==> src/rtl/qpi_cache_mem_arb_if.sv <==
// rtl/qpi_cache_mem_arb_if.sv - requester, response and RAM signal bundle for qpi_cache_mem_arb
interface qpi_cache_mem_arb_if #(
  parameter int NREQ = 2,
  parameter int AW   = 8
);
  logic [NREQ-1:0]    req_valid;
  logic [NREQ-1:0]    req_ready;
  logic [4*NREQ-1:0]  req_wen;
  logic [AW*NREQ-1:0] req_addr;
  logic [32*NREQ-1:0] req_wdata;
  logic [NREQ-1:0]    resp_valid;
  logic [31:0]        resp_rdata;
  logic [3:0]         mem_wen;
  logic [AW-1:0]      mem_addr;
  logic [31:0]        mem_wdata;
  logic [31:0]        mem_rdata;

  // Arbiter side
  modport slave (
    input  req_valid, req_wen, req_addr, req_wdata, mem_rdata,
    output req_ready, resp_valid, resp_rdata, mem_wen, mem_addr, mem_wdata
  );

  // Requesters plus RAM side
  modport master (
    output req_valid, req_wen, req_addr, req_wdata, mem_rdata,
    input  req_ready, resp_valid, resp_rdata, mem_wen, mem_addr, mem_wdata
  );
endinterface

==> src/rtl/qpi_cache_mem_arb.sv <==
// rtl/qpi_cache_mem_arb.sv - single-port RAM arbiter with clear sweep; QPI_MEM_ARB_FIXED_PRIO_EN selects fixed priority
module qpi_cache_mem_arb #(
  parameter int          NREQ     = 2,
  parameter int          WORDS    = 256,
  parameter logic [31:0] INIT_VAL = 32'h00000000
) (
  input  logic                clk,
  input  logic                rst,
  input  logic                flush,
  output logic                busy,
  qpi_cache_mem_arb_if.slave  bus
);
  localparam int AW = $clog2(WORDS);
  localparam int RW = (NREQ > 1) ? $clog2(NREQ) : 1;
  localparam logic [AW-1:0] LAST_ADDR = AW'(WORDS - 1);

  localparam logic [0:0] ST_CLEAR = 1'b0;
  localparam logic [0:0] ST_RUN   = 1'b1;

  logic [0:0]      state_q, state_d;
  logic [AW-1:0]   cnt_q, cnt_d;
  logic [NREQ-1:0] resp_valid_q;
  logic [AW-1:0]   addr_hold_q;
  logic [31:0]     wdata_hold_q;

  logic            gnt_any;
  logic [RW-1:0]   gnt_idx;
  logic            run_gnt;

`ifdef QPI_MEM_ARB_FIXED_PRIO_EN
  // Lowest-index valid requester wins
  always_comb begin
    gnt_any = 1'b0;
    gnt_idx = '0;
    for (int i = NREQ - 1; i >= 0; i--) begin
      if (bus.req_valid[i]) begin
        gnt_any = 1'b1;
        gnt_idx = RW'(i);
      end
    end
  end
`else
  logic [RW-1:0] rr_q, rr_d;
  logic [RW-1:0] cand;

  // First valid requester at or after the round-robin pointer, wrapping
  always_comb begin
    gnt_any = 1'b0;
    gnt_idx = '0;
    cand    = '0;
    for (int k = NREQ - 1; k >= 0; k--) begin
      cand = RW'((int'(rr_q) + k) % NREQ);
      if (bus.req_valid[cand]) begin
        gnt_any = 1'b1;
        gnt_idx = cand;
      end
    end
  end

  // Pointer moves past the granted requester; idle cycles leave it alone
  always_comb begin
    rr_d = rr_q;
    if (run_gnt) begin
      rr_d = (gnt_idx == RW'(NREQ - 1)) ? '0 : gnt_idx + 1'b1;
    end
  end

  // Round-robin pointer register
  always_ff @(posedge clk) begin
    if (rst) rr_q <= '0;
    else     rr_q <= rr_d;
  end
`endif

  assign run_gnt       = (state_q == ST_RUN) && gnt_any;
  assign bus.req_ready = run_gnt ? (NREQ'(1) << gnt_idx) : '0;
  assign busy          = (state_q == ST_CLEAR);
  assign bus.resp_valid = resp_valid_q;
  assign bus.resp_rdata = bus.mem_rdata;

  // RAM port mux: sweep writes, granted request, or idle with address/data held
  always_comb begin
    bus.mem_wen   = 4'h0;
    bus.mem_addr  = addr_hold_q;
    bus.mem_wdata = wdata_hold_q;
    if (state_q == ST_CLEAR) begin
      bus.mem_wen   = 4'hF;
      bus.mem_addr  = cnt_q;
      bus.mem_wdata = INIT_VAL;
    end else if (gnt_any) begin
      bus.mem_wen   = bus.req_wen[int'(gnt_idx) * 4 +: 4];
      bus.mem_addr  = bus.req_addr[int'(gnt_idx) * AW +: AW];
      bus.mem_wdata = bus.req_wdata[int'(gnt_idx) * 32 +: 32];
    end
  end

  // Sweep walks every word once, then serves requests until a flush restarts it
  always_comb begin
    state_d = state_q;
    cnt_d   = cnt_q;
    if (state_q == ST_CLEAR) begin
      if (cnt_q == LAST_ADDR) state_d = ST_RUN;
      else                    cnt_d   = cnt_q + 1'b1;
    end else if (flush) begin
      state_d = ST_CLEAR;
      cnt_d   = '0;
    end
  end

  // State, sweep counter, response strobe and idle hold registers
  always_ff @(posedge clk) begin
    if (rst) begin
      state_q      <= ST_CLEAR;
      cnt_q        <= '0;
      resp_valid_q <= '0;
      addr_hold_q  <= '0;
      wdata_hold_q <= '0;
    end else begin
      state_q      <= state_d;
      cnt_q        <= cnt_d;
      resp_valid_q <= bus.req_ready;
      addr_hold_q  <= bus.mem_addr;
      wdata_hold_q <= bus.mem_wdata;
    end
  end
endmodule

==> src/flat_wrapper.sv <==
// flat-port wrapper written by rule: the top's interface ports become plain ports
module qpi_cache_mem_arb_flat 
#(
  parameter int          NREQ     = 2,
  parameter int          WORDS    = 256,
  parameter logic [31:0] INIT_VAL = 32'h00000000
)
  (clk, rst, flush, busy, bus_req_valid, bus_req_wen, bus_req_addr, bus_req_wdata, bus_mem_rdata, bus_req_ready, bus_resp_valid, bus_resp_rdata, bus_mem_wen, bus_mem_addr, bus_mem_wdata);
  qpi_cache_mem_arb_if #(.NREQ(NREQ), .AW(($clog2(WORDS)))) bus_i ();
  input  logic clk;
  input  logic rst;
  input  logic flush;
  output logic busy;
  input wire logic [$bits(bus_i.req_valid)-1:0] bus_req_valid;
  input wire logic [$bits(bus_i.req_wen)-1:0] bus_req_wen;
  input wire logic [$bits(bus_i.req_addr)-1:0] bus_req_addr;
  input wire logic [$bits(bus_i.req_wdata)-1:0] bus_req_wdata;
  input wire logic [$bits(bus_i.mem_rdata)-1:0] bus_mem_rdata;
  output wire logic [$bits(bus_i.req_ready)-1:0] bus_req_ready;
  output wire logic [$bits(bus_i.resp_valid)-1:0] bus_resp_valid;
  output wire logic [$bits(bus_i.resp_rdata)-1:0] bus_resp_rdata;
  output wire logic [$bits(bus_i.mem_wen)-1:0] bus_mem_wen;
  output wire logic [$bits(bus_i.mem_addr)-1:0] bus_mem_addr;
  output wire logic [$bits(bus_i.mem_wdata)-1:0] bus_mem_wdata;
  assign bus_i.req_valid = bus_req_valid;
  assign bus_i.req_wen = bus_req_wen;
  assign bus_i.req_addr = bus_req_addr;
  assign bus_i.req_wdata = bus_req_wdata;
  assign bus_i.mem_rdata = bus_mem_rdata;
  assign bus_req_ready = bus_i.req_ready;
  assign bus_resp_valid = bus_i.resp_valid;
  assign bus_resp_rdata = bus_i.resp_rdata;
  assign bus_mem_wen = bus_i.mem_wen;
  assign bus_mem_addr = bus_i.mem_addr;
  assign bus_mem_wdata = bus_i.mem_wdata;
  qpi_cache_mem_arb #(.NREQ(NREQ), .WORDS(WORDS), .INIT_VAL(INIT_VAL)) u_core (.clk(clk), .rst(rst), .flush(flush), .busy(busy), .bus(bus_i));
endmodule
==> config.mk <==
export PLATFORM = sky130hd
export DESIGN_NAME = qpi_cache_mem_arb_flat
export DESIGN_NICKNAME = d
export VERILOG_FILES = /design/src/rtl/qpi_cache_mem_arb_if.sv /design/src/rtl/qpi_cache_mem_arb.sv /design/src/flat_wrapper.sv
export SDC_FILE = /design/constraint.sdc
export NUM_CORES = 1
export LEC_CHECK = 0
export CORE_ASPECT_RATIO = 0.9
export CORE_MARGIN = 1
export CORE_UTILIZATION = 34
export CTS_BUF_LIST = sky130_fd_sc_hd__clkbuf_2 sky130_fd_sc_hd__clkbuf_4 sky130_fd_sc_hd__clkbuf_8
export DETAILED_ROUTE_END_ITERATION = 16
export HOLD_SLACK_MARGIN = 0.02
export PLACE_DENSITY = 0.9
export SLEW_MARGIN = 20
export SYNTH_ARGS = -nofsm -noshare
export SYNTH_HDL_FRONTEND = slang
export SYNTH_SLANG_ARGS = --single-unit
==> constraint.sdc <==
create_clock -name clk -period 1.68 [get_ports clk]
set_clock_uncertainty 0.2 [all_clocks]
set_input_delay 0.252 -clock clk [delete_from_list [all_inputs] [get_ports clk]]
set_output_delay 0.252 -clock clk [all_outputs]
set_load 0.01 [all_outputs]
==> flow_summary.json <==
{
  "post-route-period-util": 1.25,
  "globalplace.congestion": 0.895,
  "grt_use_total": 0.226,
  "routed_via_density": 5.16,
  "fp.dieArea_um2": 9720,
  "dr_wl_cell_um": 16.1,
  "synth_sequential_area_ratio": 0.328,
  "synth-compound-area-share": 0.268,
  "slew_violations": 0,
  "remaining_drc_errors": 0,
  "cts_sinks": 52,
  "drive_above_1_share": 0.404,
  "grt_max_degree": 47,
  "worst-path-buf-inv": 2,
  "numCtsBuffers": 5,
  "leading_cell_type_in_the_layout_fill_and_taps_excluded": "clkdlybuf4s50_1",
  "async_set_reset_flop_share_out_of_synthesis": 0,
  "leakage_power_summed_over_all_cells_nw": 2.31,
  "drt_first_iter_violations": 134,
  "syn_area_per_cell_um2": 7.66,
  "netlist-cell-type-count": 44,
  "final_design_area_no_fill_um2": 5450,
  "path_max_fanout": 24,
  "dp_worst_setup_slack_ps": -961,
  "slowest_delay_ps": 340,
  "worst_hold_path_type": "reg -> reg",
  "crit_path_start_kind": "flip-flop",
  "global_route.overflow_total": 0,
  "dominantRegCellSynth": "dfxtp_1",
  "status": "finished with violations",
  "cpLargestDelayFamily": "simple AND/OR/NAND/NOR gates",
  "detail-route-antenna-nets": 0,
  "grt_pass1_vias": 3629,
  "die_width_um": 104,
  "layout.cells.most_common_list": "clkdlybuf4s50_1 (91), nand2_1 (60), buf_4 (56)",
  "grt_setup_unrepaired": "yes",
  "worst_ep_arrival_time_ps": 1650,
  "power.density_cell_area_nw_per_um2": 491,
  "ir_worst_vdd_mv": 0.406,
  "height_of_the_chip_um": 93.6,
  "critical_path_required_ps": 1230,
  "post_synth_and_or_nand_nor_area_fraction": 0.240,
  "hold_ws_ps": 269,
  "tns_ps": -15820,
  "synth_fa_ha_area_frac": 0.00395,
  "hold_depth": 2,
  "yosys_warnings": 0,
  "worst_r2r_path_depth": 10,
  "postSynthRegisterBits": 52,
  "numPortBuffers": 141,
  "fmaxAchievable_ghz": 0.475,
  "setup_viol_count_final": 50,
  "critPathKind": "reg -> out",
  "cts.root.buffer_cell": "clkbuf_8",
  "failed_checks": "setup timing",
  "rows": 33,
  "maxSlewHeadroom": 0.696,
  "largest_family_of_logic_cells_by_synthesized_area": "compound AO/OA/AOI/OAI gates",
  "report.final.hold_viol_count": 0,
  "final_util": 0.600,
  "clock_latency_ps": 300,
  "place_hpwl_um": 7280,
  "worstPathCellList": "nand2b_4, buf_16, and3_1, o21ai_2, nand2_1, clkdlybuf4s15_2",
  "path_depth": 6,
  "h-tree-depth": 2,
  "nets": 702,
  "post_synth_instance_area_um2": 3170,
  "synth_cells": 414,
  "routed_wirelength_um": 11300,
  "max_cap_viols": 0,
  "initial_core_util": 0.349,
  "crit_path_end_kind": "primary output",
  "placement_stage_cell_area_um2": 4740,
  "layout.filler_cells": 766,
  "tightestPinTransition_ps": 456,
  "detailedRoute.firstPassIterationCount": 4,
  "synthMuxAreaShare": 0.0209,
  "finalWorstSetupSlack_ps": -426,
  "diodes": 0,
  "area.growth.synth_to_final_pct": 71.9,
  "period_needed_ps": 2110,
  "fp.coreArea_um2": 9080,
  "clk_path_buf_depth": 2,
  "postSynthNetCount": 540,
  "synthXorXnorAreaFrac": 0.00829,
  "antenna_found_initial": 0,
  "via_total_after_detailed_routing": 3608,
  "grt_first_pass_wirelength_um": 17800,
  "cp_slowest_cell": "dfxtp_2",
  "ports": 206,
  "path_clk_slew_ps": 100,
  "synth-edff-count": 0,
  "tritoncts": "built"
}
registers in the layout, summed over array words and instances (netlist names):
| signal | flops |
|---|---|
| u_core.addr_hold_q | 8 |
| u_core.bus.resp_valid | 2 |
| u_core.cnt_q | 8 |
| u_core.rr_q | 1 |
| u_core.state_q | 1 |
| u_core.wdata_hold_q | 32 |
layout make-up:
| type | count | area, µm² | area share |
|---|---|---|---|
| multi-input cells | 294 | 2100 | 0.386 |
| repair buffers | 220 | 2020 | 0.371 |
| well taps | 122 | 153 | 0.0280 |
| clock inverters | 3 | 46.3 | 0.00850 |
| clock buffers | 5 | 68.8 | 0.0126 |
| inverters | 3 | 13.8 | 0.00253 |
| flip-flops and latches | 52 | 1050 | 0.192 |
timing repair:
item | in CTS | in global routing
hold buffers | 0 | 1
cloned | 4 | 0
resized for setup | 262 | 85
buffers inserted | 29 | 4
pin swaps | 30 | 12
endpoints found under the hold margin | 0 | 1
endpoints found under the setup margin | 83 | 61
path summary, 6_finish.rpt:
| path | from | end | slack (ps) |
|---|---|---|---|
| setup / recovery | u_core.rr_q$_SDFFE_PP0P_ | bus_mem_wdata[14] | -430 |
| hold / removal | u_core.wdata_hold_q[3]$_SDFF_PP0_ | u_core.wdata_hold_q[3]$_SDFF_PP0_ | 270 |
| setup reg to reg | u_core.rr_q$_SDFFE_PP0P_ | u_core.addr_hold_q[0]$_SDFF_PP0_ | -270 |
| hold reg to reg | u_core.wdata_hold_q[3]$_SDFF_PP0_ | u_core.wdata_hold_q[3]$_SDFF_PP0_ | 270 |
routing by layer:
metal	vias up	part of all wire	track usage
met5	-	0	0
li1	1750	-	-
met2	125	0.50	0.415
met4	0	0.023	0.0774
met1	1705	0.42	0.263
met3	28	0.055	0.0439
logic make-up after synthesis:
family | after synthesis
buffers and inverters | 68
AND/OR/NAND/NOR | 152
flip-flops | 52
XOR/XNOR | 3
adder cells (fa/ha/maj) | 1
AO/OA/AOI/OAI | 132
multiplexers | 6
power breakdown:
| part | total, mW | leakage [nW] | internal, mW | switching [mW] |
|---|---|---|---|---|
| combinational | 0.547 | 1.83 | 0.337 | 0.210 |
| clock | 0.874 | 0.0548 | 0.449 | 0.424 |
| sequential | 1.25 | 0.421 | 1.24 | 0.00992 |
synth_stat cells, types with 4 or more instances:
cell type | instances | area share
a21oi_1 | 37 | 0.058
o2bb2ai_1 | 4 | 0.011
nor2_1 | 17 | 0.020
nor3_1 | 5 | 0.0079
clkbuf_1 | 15 | 0.018
dfxtp_1 | 52 | 0.33
mux2_2 | 5 | 0.018
a221o_1 | 4 | 0.013
nand2_1 | 71 | 0.084
and3_1 | 33 | 0.065
o21ai_0 | 19 | 0.030
buf_4 | 32 | 0.076
a21boi_0 | 33 | 0.078
o211ai_1 | 6 | 0.014
nand3b_1 | 5 | 0.012
nor2b_1 | 8 | 0.016
buf_2 | 12 | 0.019
o21ai_1 | 15 | 0.024
tightest hold or removal path: stages, from the launching register on:
cell     delay [ps]
dfxtp_1         310
nand2_1          60
a21oi_1          60
per-stage QoR:
step           total power [mW]  std cells
2_1_floorplan              1.52        414
3_3_place_gp               1.72        658
3_5_place_dp               1.73        658
4_1_cts                    2.64        696
5_1_grt                    2.79        699
6_report                   2.67        699
Note: power is estimated with default switching activity, not from simulation.
